$ cat src/rtl/ram_sdp_be_pkg.sv
// Shared types and helpers for the simple dual-port byte-enable RAM.
package ram_pkg;

   typedef enum logic {RAM_INIT, RAM_RUN} ram_state_e;

   localparam int RDW_OLD = 0;
   localparam int RDW_NEW = 1;

   // Widest word the merge helper handles; callers zero-extend and truncate.
   localparam int BM_W = 256;
   localparam int BM_B = BM_W / 8;

   function automatic logic [BM_W-1:0] be_merge(input logic [BM_W-1:0] old_w,
                                                input logic [BM_W-1:0] new_w,
                                                input logic [BM_B-1:0] be);
      logic [BM_W-1:0] res;
      res = old_w;
      for (int i = 0; i < BM_B; i++) begin
         if (be[i]) res[8*i +: 8] = new_w[8*i +: 8];
      end
      return res;
   endfunction

endpackage

$ cat src/rtl/ram_sdp_be_core.sv
// Bare storage array: byte-enable write port and a registered, read-before-write read port.
module ram_sdp_core #(
   parameter int DATA_WIDTH = 8,
   parameter int ADDR_WIDTH = 8,
   parameter int RAM_DEPTH  = 1 << ADDR_WIDTH
) (
   input  logic                    clk,
   input  logic                    rst,
   input  logic                    we,
   input  logic [ADDR_WIDTH-1:0]   waddr,
   input  logic [DATA_WIDTH-1:0]   wdata,
   input  logic [DATA_WIDTH/8-1:0] wbe,
   input  logic                    re,
   input  logic [ADDR_WIDTH-1:0]   raddr,
   output logic [DATA_WIDTH-1:0]   rdata
);

   localparam int NB = DATA_WIDTH / 8;

   logic [DATA_WIDTH-1:0] mem_q [RAM_DEPTH];
   logic [DATA_WIDTH-1:0] rdata_q, rdata_d;

   always_comb begin
      rdata_d = rdata_q;
      if (re) rdata_d = mem_q[raddr];
   end

   // No reset on the array so it maps onto block RAM.
   always_ff @(posedge clk) begin
      if (we) begin
         for (int i = 0; i < NB; i++) begin
            if (wbe[i]) mem_q[waddr][8*i +: 8] <= wdata[8*i +: 8];
         end
      end
   end

   always_ff @(posedge clk) begin
      if (rst) rdata_q <= '0;
      else     rdata_q <= rdata_d;
   end

   assign rdata = rdata_q;

endmodule

$ cat src/rtl/ram_sdp_be.sv
// Simple dual-port RAM with byte enables, post-reset clear, 1/2-cycle read latency
// and selectable read-during-write behaviour.
module ram_sdp_be
   import ram_pkg::*;
#(
   parameter int DATA_WIDTH = 8,
   parameter int ADDR_WIDTH = 8,
   parameter int RAM_DEPTH  = 1 << ADDR_WIDTH,
   parameter int READ_LAT   = 1,
   parameter int RDW_MODE   = RDW_OLD,
   parameter logic [DATA_WIDTH-1:0] INIT_VALUE = '0
) (
   input  logic                    clk,
   input  logic                    rst,
   input  logic                    wr_en,
   input  logic [ADDR_WIDTH-1:0]   wr_addr,
   input  logic [DATA_WIDTH-1:0]   wr_data,
   input  logic [DATA_WIDTH/8-1:0] wr_be,
   input  logic                    rd_en,
   input  logic [ADDR_WIDTH-1:0]   rd_addr,
   output logic [DATA_WIDTH-1:0]   rd_data,
   output logic                    rd_valid,
   output logic                    init_busy
);

   localparam int NB = DATA_WIDTH / 8;
   localparam logic [ADDR_WIDTH:0]   DEPTH_W = (ADDR_WIDTH+1)'(RAM_DEPTH);
   localparam logic [ADDR_WIDTH-1:0] LAST    = ADDR_WIDTH'(RAM_DEPTH - 1);

   ram_state_e            state_q, state_d;
   logic [ADDR_WIDTH-1:0] clr_cnt_q, clr_cnt_d;

   logic                  wr_in, rd_in, rd_acc;
   logic                  mem_we;
   logic [ADDR_WIDTH-1:0] mem_waddr;
   logic [DATA_WIDTH-1:0] mem_wdata;
   logic [NB-1:0]         mem_wbe;
   logic [DATA_WIDTH-1:0] core_rdata;

   logic [2:1]            vld_pipe_q, vld_pipe_d;
   logic                  hit_q, hit_d, oor_q, oor_d;
   logic [DATA_WIDTH-1:0] byp_data_q, byp_data_d;
   logic [NB-1:0]         byp_be_q, byp_be_d;
   logic [DATA_WIDTH-1:0] s1_data;
   logic [DATA_WIDTH-1:0] rd_data2_q, rd_data2_d;

   assign wr_in = {1'b0, wr_addr} < DEPTH_W;
   assign rd_in = {1'b0, rd_addr} < DEPTH_W;

   // FSM: state register
   always_ff @(posedge clk) begin
      if (rst) begin
         state_q   <= RAM_INIT;
         clr_cnt_q <= '0;
      end else begin
         state_q   <= state_d;
         clr_cnt_q <= clr_cnt_d;
      end
   end

   // FSM: next state
   always_comb begin
      state_d   = state_q;
      clr_cnt_d = clr_cnt_q;
      if (state_q == RAM_INIT) begin
         clr_cnt_d = clr_cnt_q + 1'b1;
         if (clr_cnt_q == LAST) state_d = RAM_RUN;
      end
   end

   // FSM: outputs, including the clear-vs-user write mux
   always_comb begin
      init_busy = (state_q == RAM_INIT);
      rd_acc    = rd_en && (state_q == RAM_RUN) && !rst;
      mem_we    = wr_en && (state_q == RAM_RUN) && !rst && wr_in;
      mem_waddr = wr_addr;
      mem_wdata = wr_data;
      mem_wbe   = wr_be;
      if (state_q == RAM_INIT) begin
         mem_we    = !rst;
         mem_waddr = clr_cnt_q;
         mem_wdata = INIT_VALUE;
         mem_wbe   = '1;
      end
   end

   ram_sdp_core #(
      .DATA_WIDTH(DATA_WIDTH),
      .ADDR_WIDTH(ADDR_WIDTH),
      .RAM_DEPTH (RAM_DEPTH)
   ) u_core (
      .clk  (clk),
      .rst  (rst),
      .we   (mem_we),
      .waddr(mem_waddr),
      .wdata(mem_wdata),
      .wbe  (mem_wbe),
      .re   (rd_acc && rd_in),
      .raddr(rd_addr),
      .rdata(core_rdata)
   );

   // Sideband captured alongside each accepted read; held otherwise so rd_data holds.
   always_comb begin
      vld_pipe_d = {vld_pipe_q[1], rd_acc};
      hit_d      = hit_q;
      oor_d      = oor_q;
      byp_data_d = byp_data_q;
      byp_be_d   = byp_be_q;
      if (rd_acc) begin
         hit_d      = (RDW_MODE == RDW_NEW) && wr_en && (wr_addr == rd_addr);
         oor_d      = !rd_in;
         byp_data_d = wr_data;
         byp_be_d   = wr_be;
      end
   end

   always_comb begin
      s1_data = core_rdata;
      if (oor_q)
         s1_data = '0;
      else if (hit_q)
         s1_data = DATA_WIDTH'(be_merge(BM_W'(core_rdata), BM_W'(byp_data_q), BM_B'(byp_be_q)));
   end

   always_comb begin
      rd_data2_d = rd_data2_q;
      if (vld_pipe_q[1]) rd_data2_d = s1_data;
   end

   always_ff @(posedge clk) begin
      if (rst) begin
         vld_pipe_q <= '0;
         hit_q      <= 1'b0;
         oor_q      <= 1'b0;
         byp_data_q <= '0;
         byp_be_q   <= '0;
         rd_data2_q <= '0;
      end else begin
         vld_pipe_q <= vld_pipe_d;
         hit_q      <= hit_d;
         oor_q      <= oor_d;
         byp_data_q <= byp_data_d;
         byp_be_q   <= byp_be_d;
         rd_data2_q <= rd_data2_d;
      end
   end

   always_comb begin
      rd_valid = (READ_LAT == 2) ? vld_pipe_q[2] : vld_pipe_q[1];
      rd_data  = (READ_LAT == 2) ? rd_data2_q    : s1_data;
   end

endmodule

$ cat config.mk
export PLATFORM = sky130hd
export DESIGN_NAME = ram_sdp_be
export DESIGN_NICKNAME = d
export VERILOG_FILES = /design/src/rtl/ram_sdp_be_pkg.sv /design/src/rtl/ram_sdp_be_core.sv /design/src/rtl/ram_sdp_be.sv
export SDC_FILE = /design/constraint.sdc
export NUM_CORES = 2
export LEC_CHECK = 0
export CAP_MARGIN = 20
export CORE_UTILIZATION = 45
export CTS_CLUSTER_DIAMETER = 120
export DETAILED_ROUTE_END_ITERATION = 8
export PLACE_DENSITY_LB_ADDON = 0.15
export SLEW_MARGIN = 20
export SYNTH_ARGS = -nofsm -noshare
export SYNTH_HDL_FRONTEND = slang
export SYNTH_SLANG_ARGS = --single-unit
$ cat constraint.sdc
create_clock -name clk -period 5.6 [get_ports clk]
set_input_delay 1.12 -clock clk [delete_from_list [all_inputs] [get_ports clk]]
set_output_delay 1.12 -clock clk [all_outputs]
set_load 0.03 [all_outputs]
[Yosys cells after proc, flatten, opt, wreduce, memory -nomap -nowiden]
Memory sizes are Yosys's and may differ from the RTL's. A register that Yosys moved wholly into a read port is not among the register bits.
Index checks and enable logic that the tools add are counted.
Widths: inputs -> output; s select.
Storage, ports and cells
  bits in registers: 10
  bits in writable memories: 2048
  bits of input ports: 29
  memories kept: 1
  output and inout bits: 10
  logic and storage cells: 21
Operators by class
  equality and inequality tests: 1
  add/subtract/negate cells: 1
  reductions and logical operators: 5
  bitwise operators: 1
  multiplexer cells: 9
Memory list
  u_core.mem_q: depth 256, bits a word 8, read ports 1, clocked after memory_dff 1, wr ports 1, line ram_sdp_be_core.sv:20  | logic [DATA_WIDTH-1:0] mem_q [RAM_DEPTH];
Operator list (count)
  $mux 8: 2
  $add 8x1->8 const B: 1
  $eq 8x8->1 const B: 1
  $mux 1: 7
  $logic_and 1x1->1: 4
  $logic_not 1->1: 1
  $not 1->1: 1

[Depth between registers and ports, before layout]
  depth in word-level cells: 5
  depth in mapped cells: 12
  gate-level depth less buffers: 6

[Hierarchy]
From an unflattened synthesis, not the netlist that was laid out.
Unflattened totals
  cells, all modules: 3966
  area total of the unflattened synthesis: 81122.8 um^2
Modules (own cells, without submodules)
  ram_sdp_core: area each 80526.0 um^2, times used 1, sequential area each 61659.1 um^2, cells an instance 3900
  ram_sdp_be: area each 596.8 um^2, times used 1, sequential area each 200.2 um^2, cells an instance 66

[Worst setup path before layout]
No wires, ideal clock.
  path type: input -> register
  start point: in wr_data[0]
  end point: mem u_core.mem_q[0][0], data pin
  arrival: 4347 ps
  path buffers: 0
  setup time: 867 ps
  setup slack: 386 ps
  data required time: 4733 ps
  stages on the path: 1
  cells stage by stage: and2_1
Between the ends
  cells in the longest elaborated chain, start to end: 1
RTL lines
  from (decl): line ram_sdp_be.sv:17  | input logic [DATA_WIDTH-1:0] wr_data,
  $mux 8: line ram_sdp_be.sv:79  | if (state_q == RAM_INIT) begin
  to (decl): line ram_sdp_be_core.sv:20
Every way passes these cells.

==> metrics.md <==
| Metric | Value |
|---|---|
| PortBufs | 38 |
| Worst-path clk slew | 0.06 ns |
| CP startpoint | rd_addr[1] |
| Final Skew | 0.0311 ns |
| Die area | 182000 µm² |
| Internal power | 24.7 mW |
| Gate power share | under 10% |
| Worst-Skew Late Latency | 0.84 ns |
| Synth Net Count | 4078 |
| Setup crit start kind | input pin |
| Synth Cell Area | 81000 µm² |
| Area Overhead vs Synth | 12.8% |
| Synth cell types | 61 |
| CP dominant cell by count | buf_4 |
| Mapped Avg Cell Area | 20.0 µm² |
| Placed Cells incl. Taps | about 6400 |
| Initial antenna violation count | 11 |
| Final Wtd Congestion | 0.857 |
| Critical path endpoint | u_core.rdata[0] |
| Total core area | 179000 µm² |
| Highest clock rate | 0.228 GHz |
| Die Width | 426 µm |
| WL per Instance | 32.5 µm |
| Reported net switching power | 6.61 mW |
| Drt pass-1 iters | 5 |
| Max_cap viols | 0 |
| CP arrival | 5.05 ns |
| Number of synthesized register bits | 2066 |
| Main area contributors after synthesis | edfxtp_1 (76%), mux4_2 (9.6%), mux2i_1 (4.1%), nor2_1 (1.4%), mux2_2 (1.2%) |
| Post-synth ARST share | 0% |
| Final ANT Viol Nets | 0 |
| Slew Limit Fails | 0 |
| Yosys top cell by area | edfxtp_1 |
| Largest net degree at the start of global routing | 153 |
| IO Pins | 39 |
| Cts bufs inserted | between 200 and 250 |
| GRT Residual Overflow | 0 |
| Most frequent cell after synthesis | edfxtp_1 |
| First-pass GRT wire length | 312000 µm |
| Post-synth EDFFs | 2048 |
| Hold-fix buffers at CTS | 0 |
| Final min period | 4.39 ns |
| Wl on met1 | between 90000 and 100000 µm |
| Worst reg2reg path depth | 6 |
| Outcome | finished, final reports clean |
| DRC Markers | 0 |
| Synth top cells by count | edfxtp_1 (2048), mux4_2 (345), mux2i_1 (335) |
| Sw Ratio | a little over a fifth |
| Clock power frac | between 40% and 50% |
| Setup TNS | 0 ns |
| Initial core utilization | 45.3% |
| Aggregate routed wire length | 222000 µm |
| Post-cts resize count | 0 |
| Clock sinks | 2066 |
| # Post-CTS Setup Buffers | 0 |
| Total power | 31.3 mW |
| Synth top area share | between 70 and 80% |
| Total global-route track usage | about a quarter |
| Final Hold Fails | 0 |
| DP Wirelength | 137000 µm |
| CTS tree | built |
| Crit path largest cell delay | ~0.9 ns |
| Die height | 426 µm |
| Hold Path Class | reg2reg |
| Max Used Layer | met5 |
| RSZ-0062 raised after global routing | false |
| Met3 wire len | 15300 µm |
| Lkg Pwr | 30.4 nW |
| Final Cell Area | 91400 µm² |
| Share of the yosys chip area belonging to registers | 76.4% |
| Met2 routed WL | about 110000 µm |
| Vias in the first global route | about 40000 |
| Peak supply drop | 0.249 mV |
| Initial DRC count | 5129 |
| Clk buf depth | 3 |
| Final Worst Setup Slack | between 1 and 1.5 ns |
| Gate Count Post-Synth | 4048 |
| Worst flop-to-flop path startpoint | u_core.mem_q[111][3] |
| Final core occ | 51.1% |
| Worst reg2reg endpoint | u_core.rdata[3] |
| Main synth FF type | edfxtp_1 |
| CP max FO | 42 |
| Seq pwr share | between 50% and 60% |
| Htree depth | 4 |
| Root Driver | clkbuf_16 |
| Vias/cell | 6.09 |
| Worst Tran Pin Value | 1.24 ns |
| Final setup viols | 0 |
| Worst R2R Setup Slack | 2.23 ns |
| Endpoint class of the critical path | flip-flop |
| Pwr Density | 343 nW/µm² |
| Slew headroom | between 10% and 20% |
| Fin crit share | between 70 and 80% |
| Layout cell share with drive strength beyond 1 | 21.5% |
| Via count | 41500 |
| Final hold slack | 0.549 ns |
| CP Data Required Time | 6.27 ns |
| Placed cell area | 84900 µm² |
| Final std cells w/o fill | 6821 |
| Worst path cell trace | buf_8 -> buf_12 -> buf_4 -> buf_4 -> mux4_2 -> mux2_2 -> a221oi_1 -> a311oi_1 -> o2111ai_1 -> o211ai_1 |
| Nets | 4317 |
| CP max stage cell | o2111ai_1 |
| Placement Setup Slack | 0.418 ns |
| FP Rows | roughly 160 |
| Critical path class | in2reg |
| Synth warn | 0 |
-- kinds of logic (layout without fill, tap and decap cells) --
logic type      after synthesis  after routing  synth area share [%]
xor+xnor                      7              7                0.0757
buf+inv                     255            668                  2.08
simple gates                522            522                  2.73
compound gates              434            434                  3.84
other cells                   0              5                     0
fa+ha+maj                     1              1                0.0154
mux                         763            763                  14.9
flops                      2066           2066                  76.4
-- layout by cell type (no fill, tap or decap), drive strengths merged, types with 35 or more instances in the layout --
cell,instances
o221ai,75
o22ai,104
edfxtp,2048
nor2,293
clkbuf,277
nand2,118
buf,238
a211oi,39
mux2i,335
clkinv,88
nand3,35
o21ai,37
mux4,345
mux2,83
a21oi,60
-- how the worst min path moves through the flow --
stage,startpoint,endpoint,slack (ns),depth (start not counted)
floorplan,state_q,vld_pipe_q[1],0.48,2
global placement,clr_cnt_q[7],state_q,0.52,2
detailed placement,clr_cnt_q[7],state_q,0.53,2
CTS,clr_cnt_q[7],state_q,0.54,2
global route,clr_cnt_q[7],state_q,0.59,2
finish,clr_cnt_q[7],state_q,0.55,2
-- registers in the layout, summed over array words and instances, names as in the netlist --
name,count
vld_pipe_q,1
clr_cnt_q,8
state_q,1
u_core.rdata,8
u_core.mem_q,2048
-- power by group through the flow --
stage	registers, mW	clock network [mW]	logic (mW)
2_1_floorplan	17.1	0	0.798
3_3_place_gp	17.1	0	1.26
3_5_place_dp	17.1	0	1.26
4_1_cts	16.8	13.5	1.26
5_1_grt	16.7	14.1	1.30
6_report	16.8	13.3	1.26
-- final cells by class --
cell class | count | area, µm²
antenna | 5 | 12.5
inverter | 9 | 36.3
clock inverter | 110 | 852
fill | 14200 | 87300
timing repair buffer | 272 | 2560
multi-input combinational | 1727 | 17500
sequential | 2066 | 61900
tap | 2355 | 2950
clock buffer | 277 | 5590
-- critical path: cells and delay by family --
| kind | cells | cell delay [ns] |
|---|---|---|
| buffers and inverters | 4 | 1.10 |
| multiplexers | 2 | 0.84 |
| AO/OA/AOI/OAI | 4 | 1.82 |
-- per-layer routing --
layer / vias up / track usage [%]
met5: - / 0
met4: 4 / 7.61
met3: 312 / 4.00
met2: 1679 / 38.5
met1: 22300 / 34.9
li1: 17300 / -
Note: power is estimated with default switching activity, not from simulation.
